### src/rtl/cam_match_resolve.sv
// CAM match resolver: priority-encodes the match vector, reads the action table, emits one ACL result per lookup.
// Define CAM_MATCH_STAT_EN to add saturating hit/miss counters with a synchronous clear.
module cam_match_resolve #(
    parameter int unsigned CAM_NUM       = 1024,
    parameter int unsigned SEG_WIDTH     = 64,
    parameter int unsigned ACTION_RD_LAT = 2,
    parameter int unsigned ACTION_WIDTH  = 24
) (
    input  logic                       i_clk,
    input  logic                       i_rst,
    input  logic [CAM_NUM-1:0]         i_match_vec,
    input  logic                       i_match_vld,
    output logic [$clog2(CAM_NUM)-1:0] o_action_addrb,
    output logic                       o_action_enb,
    input  logic [ACTION_WIDTH-1:0]    i_action_doutb,
    output logic                       o_result_vld,
    output logic                       o_result_hit,
    output logic [$clog2(CAM_NUM)-1:0] o_result_idx,
    output logic [15:0]                o_acl_fetchinfo,
    output logic [7:0]                 o_acl_frmtype
`ifdef CAM_MATCH_STAT_EN
    ,
    input  logic                       i_stat_clr,
    output logic [31:0]                o_hit_cnt,
    output logic [31:0]                o_miss_cnt
`endif
);

    localparam int unsigned IDX_W  = $clog2(CAM_NUM);
    localparam int unsigned SEG_IW = (SEG_WIDTH > 1) ? $clog2(SEG_WIDTH) : 1;
    localparam int unsigned NSEG   = CAM_NUM / SEG_WIDTH;

    logic [NSEG-1:0]              seg_hit_c;
    logic [NSEG-1:0][SEG_IW-1:0]  seg_idx_c;
    logic                         s1_vld;
    logic [NSEG-1:0]              s1_seg_hit;
    logic [NSEG-1:0][SEG_IW-1:0]  s1_seg_idx;
    logic                         win_hit;
    logic [IDX_W-1:0]             win_idx;
    logic                         s2_vld;
    logic [ACTION_RD_LAT-1:0]             al_vld;
    logic [ACTION_RD_LAT-1:0]             al_hit;
    logic [ACTION_RD_LAT-1:0][IDX_W-1:0]  al_idx;

    // Descending scan: the last assignment is the lowest set bit.
    always_comb begin
        seg_hit_c = '0;
        seg_idx_c = '0;
        for (int unsigned s = 0; s < NSEG; s++) begin
            for (int unsigned b = SEG_WIDTH; b > 0; b--) begin
                if (i_match_vec[s*SEG_WIDTH + b - 1]) begin
                    seg_hit_c[s] = 1'b1;
                    seg_idx_c[s] = SEG_IW'(b - 1);
                end
            end
        end
    end

    always_ff @(posedge i_clk or negedge i_rst) begin
        if (!i_rst) begin
            s1_vld     <= 1'b0;
            s1_seg_hit <= '0;
            s1_seg_idx <= '0;
        end else begin
            s1_vld <= i_match_vld;
            if (i_match_vld) begin
                s1_seg_hit <= seg_hit_c;
                s1_seg_idx <= seg_idx_c;
            end
        end
    end

    always_comb begin
        win_hit = 1'b0;
        win_idx = '0;
        for (int unsigned s = NSEG; s > 0; s--) begin
            if (s1_seg_hit[s-1]) begin
                win_hit = 1'b1;
                win_idx = IDX_W'((s - 1) * SEG_WIDTH) | IDX_W'(s1_seg_idx[s-1]);
            end
        end
    end

    // enb/addrb double as the stage-2 hit/index; a stale addr on miss is masked at the output.
    always_ff @(posedge i_clk or negedge i_rst) begin
        if (!i_rst) begin
            s2_vld         <= 1'b0;
            o_action_enb   <= 1'b0;
            o_action_addrb <= '0;
        end else begin
            s2_vld       <= s1_vld;
            o_action_enb <= s1_vld & win_hit;
            if (s1_vld && win_hit) begin
                o_action_addrb <= win_idx;
            end
        end
    end

    always_ff @(posedge i_clk or negedge i_rst) begin
        if (!i_rst) begin
            al_vld <= '0;
            al_hit <= '0;
            al_idx <= '0;
        end else begin
            al_vld[0] <= s2_vld;
            al_hit[0] <= o_action_enb;
            al_idx[0] <= o_action_addrb;
            for (int unsigned i = 1; i < ACTION_RD_LAT; i++) begin
                al_vld[i] <= al_vld[i-1];
                al_hit[i] <= al_hit[i-1];
                al_idx[i] <= al_idx[i-1];
            end
        end
    end

    always_ff @(posedge i_clk or negedge i_rst) begin
        if (!i_rst) begin
            o_result_vld    <= 1'b0;
            o_result_hit    <= 1'b0;
            o_result_idx    <= '0;
            o_acl_fetchinfo <= '0;
            o_acl_frmtype   <= '0;
        end else begin
            o_result_vld <= al_vld[ACTION_RD_LAT-1];
            if (al_vld[ACTION_RD_LAT-1]) begin
                o_result_hit <= al_hit[ACTION_RD_LAT-1];
                if (al_hit[ACTION_RD_LAT-1]) begin
                    o_result_idx    <= al_idx[ACTION_RD_LAT-1];
                    o_acl_fetchinfo <= i_action_doutb[23:8];
                    o_acl_frmtype   <= i_action_doutb[7:0];
                end else begin
                    o_result_idx    <= '0;
                    o_acl_fetchinfo <= '0;
                    o_acl_frmtype   <= '0;
                end
            end
        end
    end

`ifdef CAM_MATCH_STAT_EN
    always_ff @(posedge i_clk or negedge i_rst) begin
        if (!i_rst) begin
            o_hit_cnt  <= '0;
            o_miss_cnt <= '0;
        end else if (i_stat_clr) begin
            o_hit_cnt  <= '0;
            o_miss_cnt <= '0;
        end else if (o_result_vld) begin
            if (o_result_hit) begin
                if (o_hit_cnt != '1) o_hit_cnt <= o_hit_cnt + 32'd1;
            end else begin
                if (o_miss_cnt != '1) o_miss_cnt <= o_miss_cnt + 32'd1;
            end
        end
    end
`endif

endmodule

### config.mk
export PLATFORM = sky130hd
export DESIGN_NAME = cam_match_resolve
export DESIGN_NICKNAME = d
export VERILOG_FILES = /design/src/rtl/cam_match_resolve.sv
export SDC_FILE = /design/constraint.sdc
export NUM_CORES = 1
export LEC_CHECK = 0
export ABC_AREA = 1
export CORE_AREA = 2 2 427 429
export DETAILED_ROUTE_END_ITERATION = 6
export DIE_AREA = 0 0 429 431
export PLACE_DENSITY = 0.36
export SETUP_SLACK_MARGIN = 0.05
export SYNTH_ARGS = -nofsm -noshare
export SYNTH_HDL_FRONTEND = slang
export SYNTH_SLANG_ARGS = --single-unit
### constraint.sdc
create_clock -name i_clk -period 6.2 [get_ports i_clk]
set_input_delay 1.24 -clock i_clk [delete_from_list [all_inputs] [get_ports i_clk]]
set_output_delay 1.24 -clock i_clk [all_outputs]
set_load 0.02 [all_outputs]
==> flow_summary.ini <==
[outcome]
status = finished, final reports clean

[worst_setup_path]
reg2reg_depth = 7
r2r_slack_ns = 2.81
crit_slowest_cell = clkdlybuf4s50_1
path_class = in -> reg
crit_arrival_ns = 5.19
crit_path_max_fanout = 2
critPathLaunchType = primary input
crit_path_end_kind = flop
critPathMostFrequentCell = nand2_1
max_stage_delay_ns = 0.64
required_ns = 6.61
r2r_start = s1_seg_hit[13]$_DFFE_PN0P_
r2r-end = o_action_addrb[1]$_DFFE_PN0P_

[timing]
fmax_mhz = 209
slew_violations = 0
setup_violations = 0
relSlewSlack_pct = 25.2
min_period_ns = 4.78
fin_skew_ns = 0.0195
fin_setup_tns_ns = 0
timing.hold.ws_ns = 0.351
worstMarginPinSlew_ns = 1.11
hold_violations = 0
rsz0062_at_grt = no
finalCritPeriodShare_pct = 77.0

[cts]
htreeDepth = 4
post_cts_resized = 0
cts_made_buffers = 17
path_clk_slew_ns = 0.09
insertion_delay_ns = 0.51
cts_tree = yes
cts_hold_buf = 0
cts_buffer_depth = 2
cts_setup_buffers = 0
cts-root-buf = clkbuf_16
cts.sinks = 185

[placement]
dp_hpwl_um = 144000
gp_congestion = 0.944
io_buffers = 1097
placed_area_sq_um = 35800

[synth]
syn_area_per_cell_sq_um = 5.16
synth-seq-cells = 185
ys_seq_area_share_pct = 21.1
synth_area_leader_cell = nand2_1
synth_edf_count = 0
yosys.area.top_type_share_pct = 25.4
synthTopCellsByArea = nand2_1 25%, dfrtp_1 21%, inv_1 18%
synth_area_sq_um = 22000
ys.flop_type = dfrtp_1
yosysWarnings = 0
synth_fa_ha_area_share_pct = 0
ys_types = 46
synthArstFlopShare_pct = 100
synth-xor-area-share_pct = 0
synth_top_family_by_area = simple AND/OR/NAND/NOR gates
yosys.area_share.simple_pct = 44.4
synth_compound_area_share_pct = 13.4
syn_nets = 5307
synthCells = 4256
synthMuxAreaShare_pct = 0.0969

[power_and_ir_drop]
p_total_mw = 4.14
p_per_area_nw_per_um2 = 114
ir_drop_v = 0.000198
p_leak_nw = 17.9

[finish]
postLayoutCellArea_sq_um = 36500
drive_above_1_share_pct = 2.24
nets = 6397
multi_input_area_sq_um = 12700
area_growth_pct = 66.1
fillers = 20900
regArea_sq_um = 4630

[floorplan]
core_sq_um = 180000
fp-row-count = 156
die_y_um = 431
die_area_sq_um = 185000
start_util_pct = 12.2
io_pins = 1098
die_x_um = 429

[run]
drv_cap = 0

[worst_hold_path]
holdPathEnd = al_idx[19]$_DFF_PN0_
hold_path_class = reg -> reg
whs_path_depth = 0
hp-start = al_idx[9]$_DFF_PN0_

[drt]
drt_pass1_iterations = 5
ant_nets = 0
drt_wl_total_um = 158000
avgViaCountPerCell = 3.76
wl_per_cell_um = 20.5
drt_iter0_markers = 1455
remaining_drc_errors = 0
via_count = 29100

[global_routing]
overflow = 0
grt_max_degree = 94
antenna_found_initial = 66
grt_pass1_wl_um = 218000
gr-usage-all-layers_pct = 16.6
grt_pass1_vias = 28800
final cells by class:
type	instances	area share (%)
multi-input combinational	2915	34.9
clock buffer	21	1.29
inverter	1120	12.2
tap	2370	8.13
timing repair buffer	1107	30.4
sequential	185	12.7
antenna	16	0.110
clock inverter	11	0.299
registers in the layout, indices dropped and copies added, names as in the netlist:
signal           flops
o_result_idx        10
s1_vld               1
al_hit               2
o_action_addrb      10
al_vld               2
s1_seg_hit          16
o_acl_frmtype        8
s1_seg_idx          96
al_idx              20
o_acl_fetchinfo     16
o_result_hit         1
o_action_enb         1
o_result_vld         1
s2_vld               1
layer usage:
layer,GRT usage (%),vias to the layer above,wire (um)
li1,-,15100,-
met1,19.7,13200,66400
met2,31.6,679,83700
met3,2.13,147,5890
met4,3.31,18,2320
met5,0,-,122
critical path: cells and delay by family:
| family | cells | cell delay (ns) |
|---|---|---|
| simple gates | 56 | 2.93 |
| buf+inv | 1 | 0.64 |
| compound gates | 3 | 0.32 |
worst max-delay path by stage:
| stage | end | from | depth (start not counted) |
|---|---|---|---|
| after floorplan | s1_seg_idx[42]$_DFFE_PN0P_ | i_match_vec[510] | 65 |
| after global placement | s1_seg_idx[24]$_DFFE_PN0P_ | i_match_vec[317] | 61 |
| after detailed placement | s1_seg_idx[24]$_DFFE_PN0P_ | i_match_vec[317] | 61 |
| after CTS | s1_seg_idx[24]$_DFFE_PN0P_ | i_match_vec[317] | 61 |
| after global routing | s1_seg_idx[24]$_DFFE_PN0P_ | i_match_vec[317] | 61 |
| final | s1_seg_idx[84]$_DFFE_PN0P_ | i_match_vec[958] | 60 |
stage by stage:
step	setup slack (ns)	std cells	util [%]
6_report	1.42	7745	20.2
5_1_grt	0.766	7742	20.2
4_1_cts	1.41	7729	20.2
3_5_place_dp	0.842	7697	19.9
3_3_place_gp	0.818	7697	19.9
2_1_floorplan	2.16	4256	-
cell usage in the layout, fill, tap and decap left out, drive strengths merged, types with 24 or more instances in the layout:
cell type,netlist,final
a21oi,82,82
a31oi,32,32
clkdlybuf4s50,0,1095
dfrtp,185,185
inv,1099,1105
nand2,1488,1488
nand3,189,189
nand4,24,24
nor2,615,615
nor3,69,69
nor4,55,55
o21ai,163,163
o311ai,26,26
o31ai,32,32
cells in the mapped netlist, types with 4 or more instances:
master	n
nor4_1	55
o22ai_1	4
inv_1	1048
nor2_1	614
or2_2	4
o21bai_1	16
inv_2	51
a31oi_1	32
clkbuf_1	30
a311oi_1	18
nand3_1	189
bufinv_8	17
dfrtp_1	185
o31ai_1	32
a21oi_1	82
o21ai_1	124
o211ai_1	18
o32ai_1	6
nand4_1	24
a32o_1	22
clkinv_1	4
and3_1	5
a22o_1	9
nand2_1	1488
a22oi_1	12
o311ai_1	25
o21ai_0	39
nor3_1	69
buf_1	4
logic make-up after synthesis:
family	after synthesis
muxes	2
buffers and inverters	1156
and+or+nand+nor	2452
DFF	185
AOI/OAI and AO/OA	461
power breakdown:
group | internal (mW) | switching, mW | total (mW)
sequential | 1.25 | 0.0409 | 1.29
clock | 0.563 | 0.619 | 1.18
combinational | 0.886 | 0.780 | 1.67
total | 2.70 | 1.44 | 4.14
No activity file was read; power rests on OpenSTA's default activity.
